`src/rtl/cache_lookup.sv`:
```
// cache_lookup: direct-mapped, read-only lookup cache with a pre-warmed image.
//
// A one-cycle search request latches the address. On the following edge the
// indexed line is read and its tag is compared, so results appear two edges
// after the request. search_done stays high until the next accepted search.
// search_cache is ignored while a lookup is in flight.
//
// Ports:
//   clock         rising-edge clock
//   reset         asynchronous, active-low reset
//   search_cache  search request, sampled on a rising edge
//   address[31:0] index = address[INDEX_W-1:0], tag = address[TAG_W-1:0]
//   hit           tag matched a valid line
//   search_done   result valid; held until the next accepted search
//   data          line data on hit, 0 on miss
//   tag_out       tag of the last accepted search
//   hit_count, miss_count  (only with CACHE_STATS_EN) saturating result counters
//
// Build option: define CACHE_STATS_EN to add hit_count/miss_count.
//
// Contents are only ever the reset image: line i < WARM_LINES holds tag i and
// data i*i, every other line is invalid. There is no fill or write path, so the
// array is a fixed function of the index. It is generated as a ROM rather than
// kept in ~100k resettable flops, which would only ever reload the same values.
module cache_lookup #(
  parameter int NUM_LINES  = 1024,
  parameter int WARM_LINES = 512,
  parameter int TAG_W      = 28,
  parameter int DATA_W     = 64
) (
  input  logic              clock,
  input  logic              reset,
  input  logic              search_cache,
  input  logic [31:0]       address,
  output logic              hit,
  output logic              search_done,
  output logic [DATA_W-1:0] data,
  output logic [TAG_W-1:0]  tag_out
`ifdef CACHE_STATS_EN
  ,
  output logic [15:0]       hit_count,
  output logic [15:0]       miss_count
`endif
);

  localparam int INDEX_W = $clog2(NUM_LINES);

  typedef struct packed {
    logic              valid;
    logic [TAG_W-1:0]  tag;
    logic [DATA_W-1:0] data;
  } line_t;

  typedef enum logic [1:0] {IDLE, LOOKUP, DONE} state_t;

  state_t             state;
  logic [TAG_W-1:0]   tag_q;    // latched lookup tag; its low bits are the index
  logic [INDEX_W-1:0] idx;
  line_t              rd_line;
  logic               lk_hit;

  assign idx = tag_q[INDEX_W-1:0];

  // Warm-image ROM read of the latched index.
  always_comb begin
    rd_line = '0;
    if (32'(idx) < WARM_LINES) begin
      rd_line.valid = 1'b1;
      rd_line.tag   = TAG_W'(idx);
      rd_line.data  = DATA_W'(idx) * DATA_W'(idx);
    end
  end

  // Aliased addresses (>= NUM_LINES) land on a line whose stored tag is the
  // line number, so the full-tag compare rejects them.
  assign lk_hit = rd_line.valid && (rd_line.tag == tag_q);

  always_ff @(posedge clock or negedge reset) begin
    if (!reset) begin
      state       <= IDLE;
      tag_q       <= '0;
      hit         <= 1'b0;
      search_done <= 1'b0;
      data        <= '0;
      tag_out     <= '0;
`ifdef CACHE_STATS_EN
      hit_count   <= '0;
      miss_count  <= '0;
`endif
    end else begin
      case (state)
        IDLE, DONE: begin
          if (search_cache) begin
            tag_q       <= address[TAG_W-1:0];
            search_done <= 1'b0;
            state       <= LOOKUP;
          end
        end
        LOOKUP: begin
          hit         <= lk_hit;
          data        <= lk_hit ? rd_line.data : '0;
          tag_out     <= tag_q;
          search_done <= 1'b1;
          state       <= DONE;
`ifdef CACHE_STATS_EN
          if (lk_hit) begin
            if (hit_count != 16'hFFFF) hit_count <= hit_count + 16'd1;
          end else begin
            if (miss_count != 16'hFFFF) miss_count <= miss_count + 16'd1;
          end
`endif
        end
        default: state <= IDLE;
      endcase
    end
  end

endmodule

```
`config.mk`:
```
export PLATFORM = sky130hd
export DESIGN_NAME = cache_lookup
export DESIGN_NICKNAME = d
export VERILOG_FILES = /design/src/rtl/cache_lookup.sv
export SDC_FILE = /design/constraint.sdc
export NUM_CORES = 1
export LEC_CHECK = 0
export CORE_ASPECT_RATIO = 1.2
export CORE_UTILIZATION = 56
export CTS_CLUSTER_SIZE = 28
export DETAILED_ROUTE_END_ITERATION = 7
export GPL_ROUTABILITY_DRIVEN = 0
export GPL_TIMING_DRIVEN = 0
export HOLD_SLACK_MARGIN = 0.06
export PLACE_DENSITY = 0.92
export RECOVER_POWER = 25
export SETUP_SLACK_MARGIN = 0.2
export SLEW_MARGIN = 30
export SYNTH_ARGS = -nofsm -noshare
export SYNTH_HDL_FRONTEND = slang
export SYNTH_SLANG_ARGS = --single-unit
```
`constraint.sdc`:
```
create_clock -name clock -period 7.15 [get_ports clock]
set_input_delay 1.43 -clock clock [delete_from_list [all_inputs] [get_ports clock]]
set_output_delay 1.43 -clock clock [all_outputs]
set_load 0.01 [all_outputs]
```
==> out/results.ini <==
[yosys]
synth_area_um2=6040
synth-edff-count=0
ys_seq_elements=79
yosysTopAreaCell=dfrtp_1
synthArstFlopShare=1.00
ys_types=41
synth_top_area_frac=0.328
synth_ff_type=dfrtp_1
synth_cells=583
yosysSeqAreaShare=0.328
yosys_warnings=0
synth_area_leaders=dfrtp_1 33%, fa_1 16%, ha_1 10%
syn_area_per_cell_um2=10.4

[layout]
seq_area_um2=1980
fin_util=0.713
final_common_cell=dfrtp_1
multi_input_area_um2=3510
layout_common_cells=79 x dfrtp_1, 78 x clkdlybuf4s50_1, 74 x inv_1
final_nets=849
n_antenna_cell=0
n_fill_cell=694
area_delta_synth_final_pct=24.2
drive_gt1_frac=0.165

[pwr]
p_sw_uw=1700
peakVddDrop_mv=0.348
p_seq_frac=0.162
pwr-share-comb=0.689
leakagePower_uw=0.00368
intPower_uw=1880
swShare=0.474
power.density_nw_per_um2=477
pwr-share-clk=0.149

[cts]
cts-root-buf=clkbuf_16
post_cts_buffers=0
htreeDepth=3
cts.hold.buffers_added=0
cts_tree=done
clk_latency_ns=0.34
clock_path_buffers=2
cts_resized=0
clkTransAtPathRegs_ns=0.06
cts_buffers=9
clock-sinks=79

[timing]
timing.fmax_mhz=176
worst_pin_slew_ns=2.85
slew-limit-headroom=-0.898
setup_slack_ns=1.48
setup_viol=0
rsz0062_at_grt=no
hold_viol=0
final_max_slew_viol_count=54
finalSetupTns_ns=0
finalCritPeriodShare=0.793
fin_hold_ws_ns=0.480
finalCriticalPeriod_ns=5.67
clock_skew_ns=0.00814

[global_routing]
grt_use_total=0.257
grt_pass1_vias=4755
grt_max_degree=54
use_met2=0.484
globalRoute.busiestLayer=met2
use_met1=0.277
antenna_found_initial=0
grtUsageMet3=0.0501
overflow=0
grt_first_pass_wirelength_um=22600

[floorplanning]
core_area_um2=10500
io_pins=129
start_util=0.574
die_h_um=116
rows=41
dieArea_um2=11200
die_x_um=96.8

[worst_setup_path]
crit_chain=clkbuf_1 > nand2_1 > fa_1 > fa_1 > inv_1 > fa_1 > fa_1 > inv_1 > fa_1 > inv_1 > ha_1 > nand2_1 > nor2_1 > o21ai_1 > a2111oi_2 > o21ai_0 > a32o_1
timing.rr.end=data[19]$_DFFE_PN0P_
cpMaxStageDelayCell=fa_1
crit_type=reg2reg
startpoint_type=register
crit_arrival_ns=5.90
reg2reg_slack_ns=1.48
critPathMaxFanout=10
rr_worst_depth=17
endpoint_kind=register
max_stage_delay_ns=0.55
r2r-start=tag_q[1]$_DFFE_PN0P_
crit_top_cell=fa_1
cp.required_ns=7.38

[placement]
hpwl_um=10600
io_buffers=79
dp_worst_setup_slack_ns=1.52

[drt]
drt_iter0_markers=268
ant_nets=0
wl_um=13900
dr.pass1.iters=7
viasPerCell=5.38
drc=0
avgRoutedWirePerCell_um=16.3
via_count=4587

[hold_path]
hp-start=hit$_DFFE_PN0P_
holdPathStages=2
hold_path.class=reg2reg
whs_endpoint=hit$_DFFE_PN0P_

[run_status]
violations=capacitance limit, slew limit
status=finished, violations left

[run]
drv_cap=1

-- sequential cells by signal (all words and copies together), names as in the netlist --
name         flops
tag_out         28
tag_q           28
data            19
state            2
hit              1
search_done      1
-- how the worst max path moves through the flow --
stage,from,end,slack [ns],depth (start not counted)
2_1_floorplan,tag_q[1]$_DFFE_PN0P_,data[19]$_DFFE_PN0P_,2.23,17
3_5_place_dp,tag_q[1]$_DFFE_PN0P_,data[19]$_DFFE_PN0P_,1.52,17
6_report,tag_q[1]$_DFFE_PN0P_,data[19]$_DFFE_PN0P_,1.48,17
5_1_grt,tag_q[1]$_DFFE_PN0P_,data[19]$_DFFE_PN0P_,1.19,17
4_1_cts,tag_q[1]$_DFFE_PN0P_,data[19]$_DFFE_PN0P_,1.51,17
3_3_place_gp,tag_q[1]$_DFFE_PN0P_,data[18]$_DFFE_PN0P_,1.74,16
-- synth_stat cells (all sizes together), types with 2 or more instances --
master / n
xnor2: 12
xor2: 5
nor2b: 4
o31ai: 2
nand3: 2
and3: 2
or3: 2
nand4: 7
o21ai: 29
a21o: 2
a211oi: 2
mux2: 52
o311ai: 2
o21a: 3
a32o: 3
a21oi: 24
nor4: 3
buf: 51
nand2: 56
inv: 74
nor3: 4
ha: 49
dfrtp: 79
nor2: 11
clkbuf: 16
nand2b: 6
and2: 26
fa: 47
-- cell type report --
| type | count | area share |
|---|---|---|
| Multi-Input combinational cell | 407 | 0.468 |
| Sequential cell | 79 | 0.264 |
| Timing Repair Buffer | 80 | 0.105 |
| Buffer | 67 | 0.0583 |
| Inverter | 74 | 0.0371 |
| Clock buffer | 10 | 0.0305 |
| Tap cell | 129 | 0.0215 |
| Clock inverter | 6 | 0.0155 |
-- through the flow --
| step | std cells | total power (uW) | cell area, um^2 |
|---|---|---|---|
| 2_1_floorplan | 627 | 2340 | 6200 |
| 3_3_place_gp | 835 | 2890 | 7150 |
| 3_5_place_dp | 836 | 3010 | 7180 |
| 4_1_cts | 852 | 3560 | 7520 |
| 5_1_grt | 852 | 3860 | 7500 |
| 6_report | 852 | 3570 | 7500 |
-- power by group through the flow --
| stage | Sequential (uW) | Clock, uW | Combinational (uW) |
|---|---|---|---|
| after floorplan | 593 | 0 | 1750 |
| after global placement | 575 | 0 | 2310 |
| after detailed placement | 582 | 0 | 2420 |
| after CTS | 578 | 535 | 2450 |
| after global routing | 587 | 552 | 2720 |
| final | 579 | 533 | 2460 |
-- routing by layer --
layer,routed length [um],vias up
met4,485,0
met2,7730,193
li1,-,2076
met1,4870,2274
met3,810,44
met5,0,-
-- logic make-up (layout without fill, tap and decap cells) --
| family | count (synthesis) | in the layout | share of synthesized area |
|---|---|---|---|
| buf+inv | 141 | 237 | 0.118 |
| simple gates | 125 | 125 | 0.103 |
| fa+ha+maj | 96 | 96 | 0.257 |
| flops | 79 | 79 | 0.328 |
| compound gates | 71 | 71 | 0.0694 |
| mux | 53 | 53 | 0.0987 |
| xor+xnor | 17 | 17 | 0.0247 |
| other cells | 1 | 45 | 0.000621 |
-- critical path: cells and delay by family (launching register included) --
| family | cells | cell delay [ns] |
|---|---|---|
| buffers and inverters | 4 | 0.56 |
| AND/OR/NAND/NOR | 3 | 0.41 |
| adder cells (fa/ha/maj) | 6 | 3.04 |
| AO/OA/AOI/OAI | 4 | 1.03 |
| flip-flops | 1 | 0.50 |
No activity file was read; power rests on OpenSTA's default activity.
